--- config.mk ---
export PLATFORM = sky130hd
export DESIGN_NAME = window_gen_3x3
export DESIGN_NICKNAME = d
export VERILOG_FILES = /design/src/rtl/filt_pkg.sv /design/src/rtl/line_buffer.sv /design/src/rtl/window_gen_3x3.sv
export SDC_FILE = /design/constraint.sdc
export NUM_CORES = 1
export LEC_CHECK = 0
export CAP_MARGIN = 20
export CORE_UTILIZATION = 30
export DETAILED_ROUTE_END_ITERATION = 12
export DONT_BUFFER_PORTS = 1
export RECOVER_POWER = 50
export SYNTH_ARGS = -nofsm -noshare
export SYNTH_HDL_FRONTEND = slang
export SYNTH_SLANG_ARGS = --single-unit
--- constraint.sdc ---
create_clock -name clk -period 6.2 [get_ports clk]
set_input_delay 1.86 -clock clk [delete_from_list [all_inputs] [get_ports clk]]
set_output_delay 1.86 -clock clk [all_outputs]
set_load 0.01 [all_outputs]
--- src/rtl/filt_pkg.sv ---
// Shared pixel/window types for the filter front end.
// Window index 0 is p1 (top-left), index 8 is p9 (bottom-right, newest pixel).
package filt_pkg;

    localparam int PIX_W_DEF = 8;

    typedef logic [PIX_W_DEF-1:0] pixel_t;
    typedef pixel_t window_t [9];

    function automatic int win_idx(input int r, input int c);
        return r * 3 + c;
    endfunction

endpackage

--- src/rtl/line_buffer.sv ---
// Delay line of DEPTH enabled cycles built on a circular RAM.
// dout is read combinationally at the pointer before the same slot is overwritten.
module line_buffer #(
    parameter int DEPTH = 64,
    parameter int WIDTH = 8
) (
    input  logic             clk,
    input  logic             rst,
    input  logic             en,
    input  logic [WIDTH-1:0] din,
    output logic [WIDTH-1:0] dout
);

    localparam int AW = (DEPTH > 1) ? $clog2(DEPTH) : 1;
    localparam logic [AW-1:0] PTR_LAST = AW'(DEPTH - 1);

    logic [WIDTH-1:0] mem [DEPTH];
    logic [AW-1:0]    ptr;

    assign dout = mem[ptr];

    always_ff @(posedge clk) begin
        if (rst) begin
            ptr <= '0;
        end else if (en) begin
            ptr <= (ptr == PTR_LAST) ? '0 : ptr + 1'b1;
        end
    end

    // Contents are deliberately left uncleared; the window gating hides stale rows.
    always_ff @(posedge clk) begin
        if (en) begin
            mem[ptr] <= din;
        end
    end

endmodule

--- src/rtl/window_gen_3x3.sv ---
// 3x3 sliding-window generator over a raster pixel stream.
// Two line buffers supply rows r-1 and r-2; windows are flagged only for interior centres.
module window_gen_3x3
    import filt_pkg::*;
#(
    parameter int IMG_W = 64,
    parameter int IMG_H = 64,
    parameter int PIX_W = PIX_W_DEF
) (
    input  logic             clk,
    input  logic             rst,
    input  logic             act,
    input  logic             pix_valid,
    input  logic             pix_sof,
    input  logic [PIX_W-1:0] pix_in,
    output logic [PIX_W-1:0] p1,
    output logic [PIX_W-1:0] p2,
    output logic [PIX_W-1:0] p3,
    output logic [PIX_W-1:0] p4,
    output logic [PIX_W-1:0] p5,
    output logic [PIX_W-1:0] p6,
    output logic [PIX_W-1:0] p7,
    output logic [PIX_W-1:0] p8,
    output logic [PIX_W-1:0] p9,
    output logic             win_valid,
    output logic             frame_done
);

    localparam int CW = (IMG_W > 1) ? $clog2(IMG_W) : 1;
    localparam int RW = (IMG_H > 1) ? $clog2(IMG_H) : 1;
    localparam logic [CW-1:0] COL_LAST = CW'(IMG_W - 1);
    localparam logic [RW-1:0] ROW_LAST = RW'(IMG_H - 1);

    logic [CW-1:0]    col, col_eff, col_nxt;
    logic [RW-1:0]    row, row_eff, row_nxt;
    logic             accept, interior, is_last;
    logic [PIX_W-1:0] lb0_out, lb1_out;
    logic [PIX_W-1:0] win [9];

    assign accept = pix_valid & act & ~rst;

    // A start-of-frame pixel is position (0,0) whatever the counters say.
    always_comb begin
        row_eff  = pix_sof ? '0 : row;
        col_eff  = pix_sof ? '0 : col;
        row_nxt  = row_eff;
        col_nxt  = col_eff + 1'b1;
        if (col_eff == COL_LAST) begin
            col_nxt = '0;
            row_nxt = (row_eff == ROW_LAST) ? '0 : row_eff + 1'b1;
        end
        interior = (row_eff >= RW'(2)) && (col_eff >= CW'(2));
        is_last  = (row_eff == ROW_LAST) && (col_eff == COL_LAST);
    end

    line_buffer #(.DEPTH(IMG_W), .WIDTH(PIX_W)) u_lb0 (
        .clk  (clk),
        .rst  (rst),
        .en   (accept),
        .din  (pix_in),
        .dout (lb0_out)
    );

    line_buffer #(.DEPTH(IMG_W), .WIDTH(PIX_W)) u_lb1 (
        .clk  (clk),
        .rst  (rst),
        .en   (accept),
        .din  (lb0_out),
        .dout (lb1_out)
    );

    always_ff @(posedge clk) begin
        if (rst) begin
            row        <= '0;
            col        <= '0;
            win_valid  <= 1'b0;
            frame_done <= 1'b0;
            for (int i = 0; i < 9; i++) begin
                win[i] <= '0;
            end
        end else begin
            win_valid  <= accept & interior;
            frame_done <= accept & is_last;
            if (accept) begin
                row <= row_nxt;
                col <= col_nxt;
                for (int r = 0; r < 3; r++) begin
                    win[win_idx(r, 0)] <= win[win_idx(r, 1)];
                    win[win_idx(r, 1)] <= win[win_idx(r, 2)];
                end
                win[win_idx(0, 2)] <= lb1_out;
                win[win_idx(1, 2)] <= lb0_out;
                win[win_idx(2, 2)] <= pix_in;
            end
        end
    end

    assign p1 = win[0];
    assign p2 = win[1];
    assign p3 = win[2];
    assign p4 = win[3];
    assign p5 = win[4];
    assign p6 = win[5];
    assign p7 = win[6];
    assign p8 = win[7];
    assign p9 = win[8];

endmodule

==> run summary <==
Pwr/cell area: 307 nW/um^2
H-tree levels: 3
Critical Path AT: 5130 ps
Post-layout net count: 2171
Leakage: 14.6 nW
Rel. slew slack: -0.680
Avg Cell Area, Syn: 20.7 sq um
Status: complete, but fails checks
Dpl hpwl: 63600 um
Post-Syn Nets: 2157
Post-synth top area share: 0.745
Wire length on met1: 43100 um
Primary FF master, synth: edfxtp_1
Mean routed wirelength per cell: 24.9 um
Worst-path clk slew: 60 ps
Core area: 146000 sq um
Post-CTS Resized: 0
Post-synth top area cell: edfxtp_1
CP required: 6580 ps
Post-Synthesis Cells: 2138
Reg area: 33700 sq um
Flop-to-flop setup slack: 1580 ps
Worst slew pin tran: 2520 ps
Synthesis Warnings: 0
Post-synth EDFFs: 1096
Final setup TNS: 0 ps
Seq/Total Area, Yosys: 0.762
Met2 wire length: 50500 um
Filler cells: 13400
CP bufs+invs: 3
Min cycle time layout: 4750 ps
Slew Viols, Final: 30
Die height: 386 um
Crit-path max cell delay: 1520 ps
Clock buffer count from CTS: 102
Worst setup EP type: flop
Initial antenna violation count: 1
Fraction of registers with async set/reset: 0
Die area: 149000 sq um
Tcrit/Tclk final: 0.767
Core Rows: 140
IR Drop Worst-Case VDD: 0.212 mV
RSZ-0062 raised after global routing: false
Max-cap violations: 2
Vias in the first global route: 21200
Final Hold Fails: 0
Most frequent cells in the layout: edfxtp_1, mux4_2, nor2_1, clkbuf_16, nand2_1
Clock Latency Late Sink: 710 ps
Kind of critical path: in -> reg
DRC viols: 0
Setup bufs post-CTS: 0
CP Max Fanout: 41
Synthesized flop and latch total: 1134
Worst hold-check path type: reg -> reg
DRT Wirelength: 104000 um
DR top layer: met4
First-pass GRT wire length: 150000 um
Area growth syn-to-layout: 11.9%
Yosys cell types: 61
Root Driver: clkbuf_16
CP startpoint kind: primary input
Fmax: 210 MHz
Routed Antenna Nets: 0
Die X: 386 um
Synth area leaders: edfxtp_1, mux4_2, dfxtp_1, mux4_1, nor2_1
CP max-delay cell: clkinvlp_2
Final setup viols: 0
Initial DRC count: 2404
Critical path's top delay family: buffers and inverters
Via/cell ratio: 5.10
Starting Density: 0.303
Gr usage total: 0.137
Routability cong.: 0.819
Most common cell after layout, fill and taps aside: edfxtp_1
CP cell instances: a21oi_1 > clkbuf_1 > clkinvlp_2 > buf_4
IO Port Bufs: 0
Share of cells above drive strength 1: 0.203
I/O pin cnt: 87
GR Overflow Total: 0
Vias: 21200
Max Buffers Root-to-Sink: 3
CTS tree: yes
# diodes: 0
Sink Count: 1134
Pwr Total: 0.0152 W
Final Skew: 31.8 ps
Largest net degree at the start of global routing: 83
WL met3: 7620 um
Post-CTS Hold Buffers: 0
Mapped cell area: 44200 sq um
Multi-input logic area: 9700 sq um
Failing checks: capacitance limit, slew limit
Pre-antenna DRT Iters: 6
[sequential cells by signal, indices dropped and copies added (netlist names), named ones only]
register	flops
frame_done	1
u_lb0.ptr	6
win	72
row	6
col	6
win_valid	1
u_lb1.ptr	6
u_lb0.mem	512
u_lb1.mem	512
[synth_stat cells, types with 3 or more instances]
master,instances
nor2_1,159
a21o_1,3
o41ai_1,4
nor2b_1,14
o21ai_0,24
a22oi_1,36
mux2_2,6
ha_1,6
a222oi_1,7
nand2_1,64
nand3_1,28
o31ai_1,4
edfxtp_1,1096
clkbuf_1,47
a22o_1,3
a21oi_1,19
mux4_1,28
nand2b_1,3
o22ai_1,17
mux4_2,237
or2_2,7
buf_1,5
xor2_1,5
or3b_2,8
nand4_1,5
clkbuf_8,8
nor3_1,13
dfxtp_1,38
a311oi_1,3
a221o_1,12
or3_1,6
and2_1,62
buf_2,27
nand3b_1,16
a31oi_1,8
buf_4,12
inv_1,6
buf_6,20
and3_1,3
mux2i_1,36
o31a_1,4
[cell type report]
class	count	share of cell area
Clock buffer	122	0.0540
Clock inverter	68	0.0137
Inverter	7	0.000557
Multi-Input combinational cell	873	0.196
Sequential cell	1134	0.681
Tap cell	1917	0.0485
Timing Repair Buffer	34	0.00577
[report_power, final]
group	internal (W)	switching, W
registers	0.00845	0.0000616
clock network	0.00355	0.00281
logic	0.000126	0.000208
[path summary, 6_finish.rpt]
| path | start | endpoint | cells past startpoint |
|---|---|---|---|
| worst min register to register | col[0] | col[0] | 2 |
| worst min-delay path | col[0] | col[0] | 2 |
| worst max register to register | flop | win[0][20] | 5 |
| worst max-delay path | pix_valid | win[0][22] | 4 |
[per-layer routing]
metal | global-route usage | up-vias
met5 | 0 | -
met4 | 0.0360 | 0
met3 | 0.0263 | 151
met2 | 0.224 | 985
met1 | 0.188 | 11200
li1 | - | 8835
[worst register-to-register path: cells and delay by family, from the launching register on]
family / cells / cell delay (ps)
multiplexers: 2 / 1270
flip-flops: 1 / 790
AND/OR/NAND/NOR: 1 / 140
AO/OA/AOI/OAI: 1 / 270
buffers and inverters: 1 / 1880
[metrics by stage]
step                      hold slack [ps]  instance area (sq um)  cells   util  setup slack [ps]
after CTS                             453                  49400   4154  0.339              2200
after floorplan                       417                  44200   2138      -              1380
after global placement                437                  46100   3964  0.316              1800
final                                 451                  49400   4155  0.339              1450
after detailed placement              438                  46100   3964  0.316              1630
after global routing                  487                  49400   4155  0.339              1220
[logic make-up after synthesis]
logic type	synth area share
buffers and inverters	0.0190
and+or+nand+nor	0.0440
xor gates and xnor gates	0.00139
AOI/OAI and AO/OA	0.0247
muxes	0.147
adders and majority gates	0.00170
DFF	0.762
Note: power is estimated with default switching activity, not from simulation.
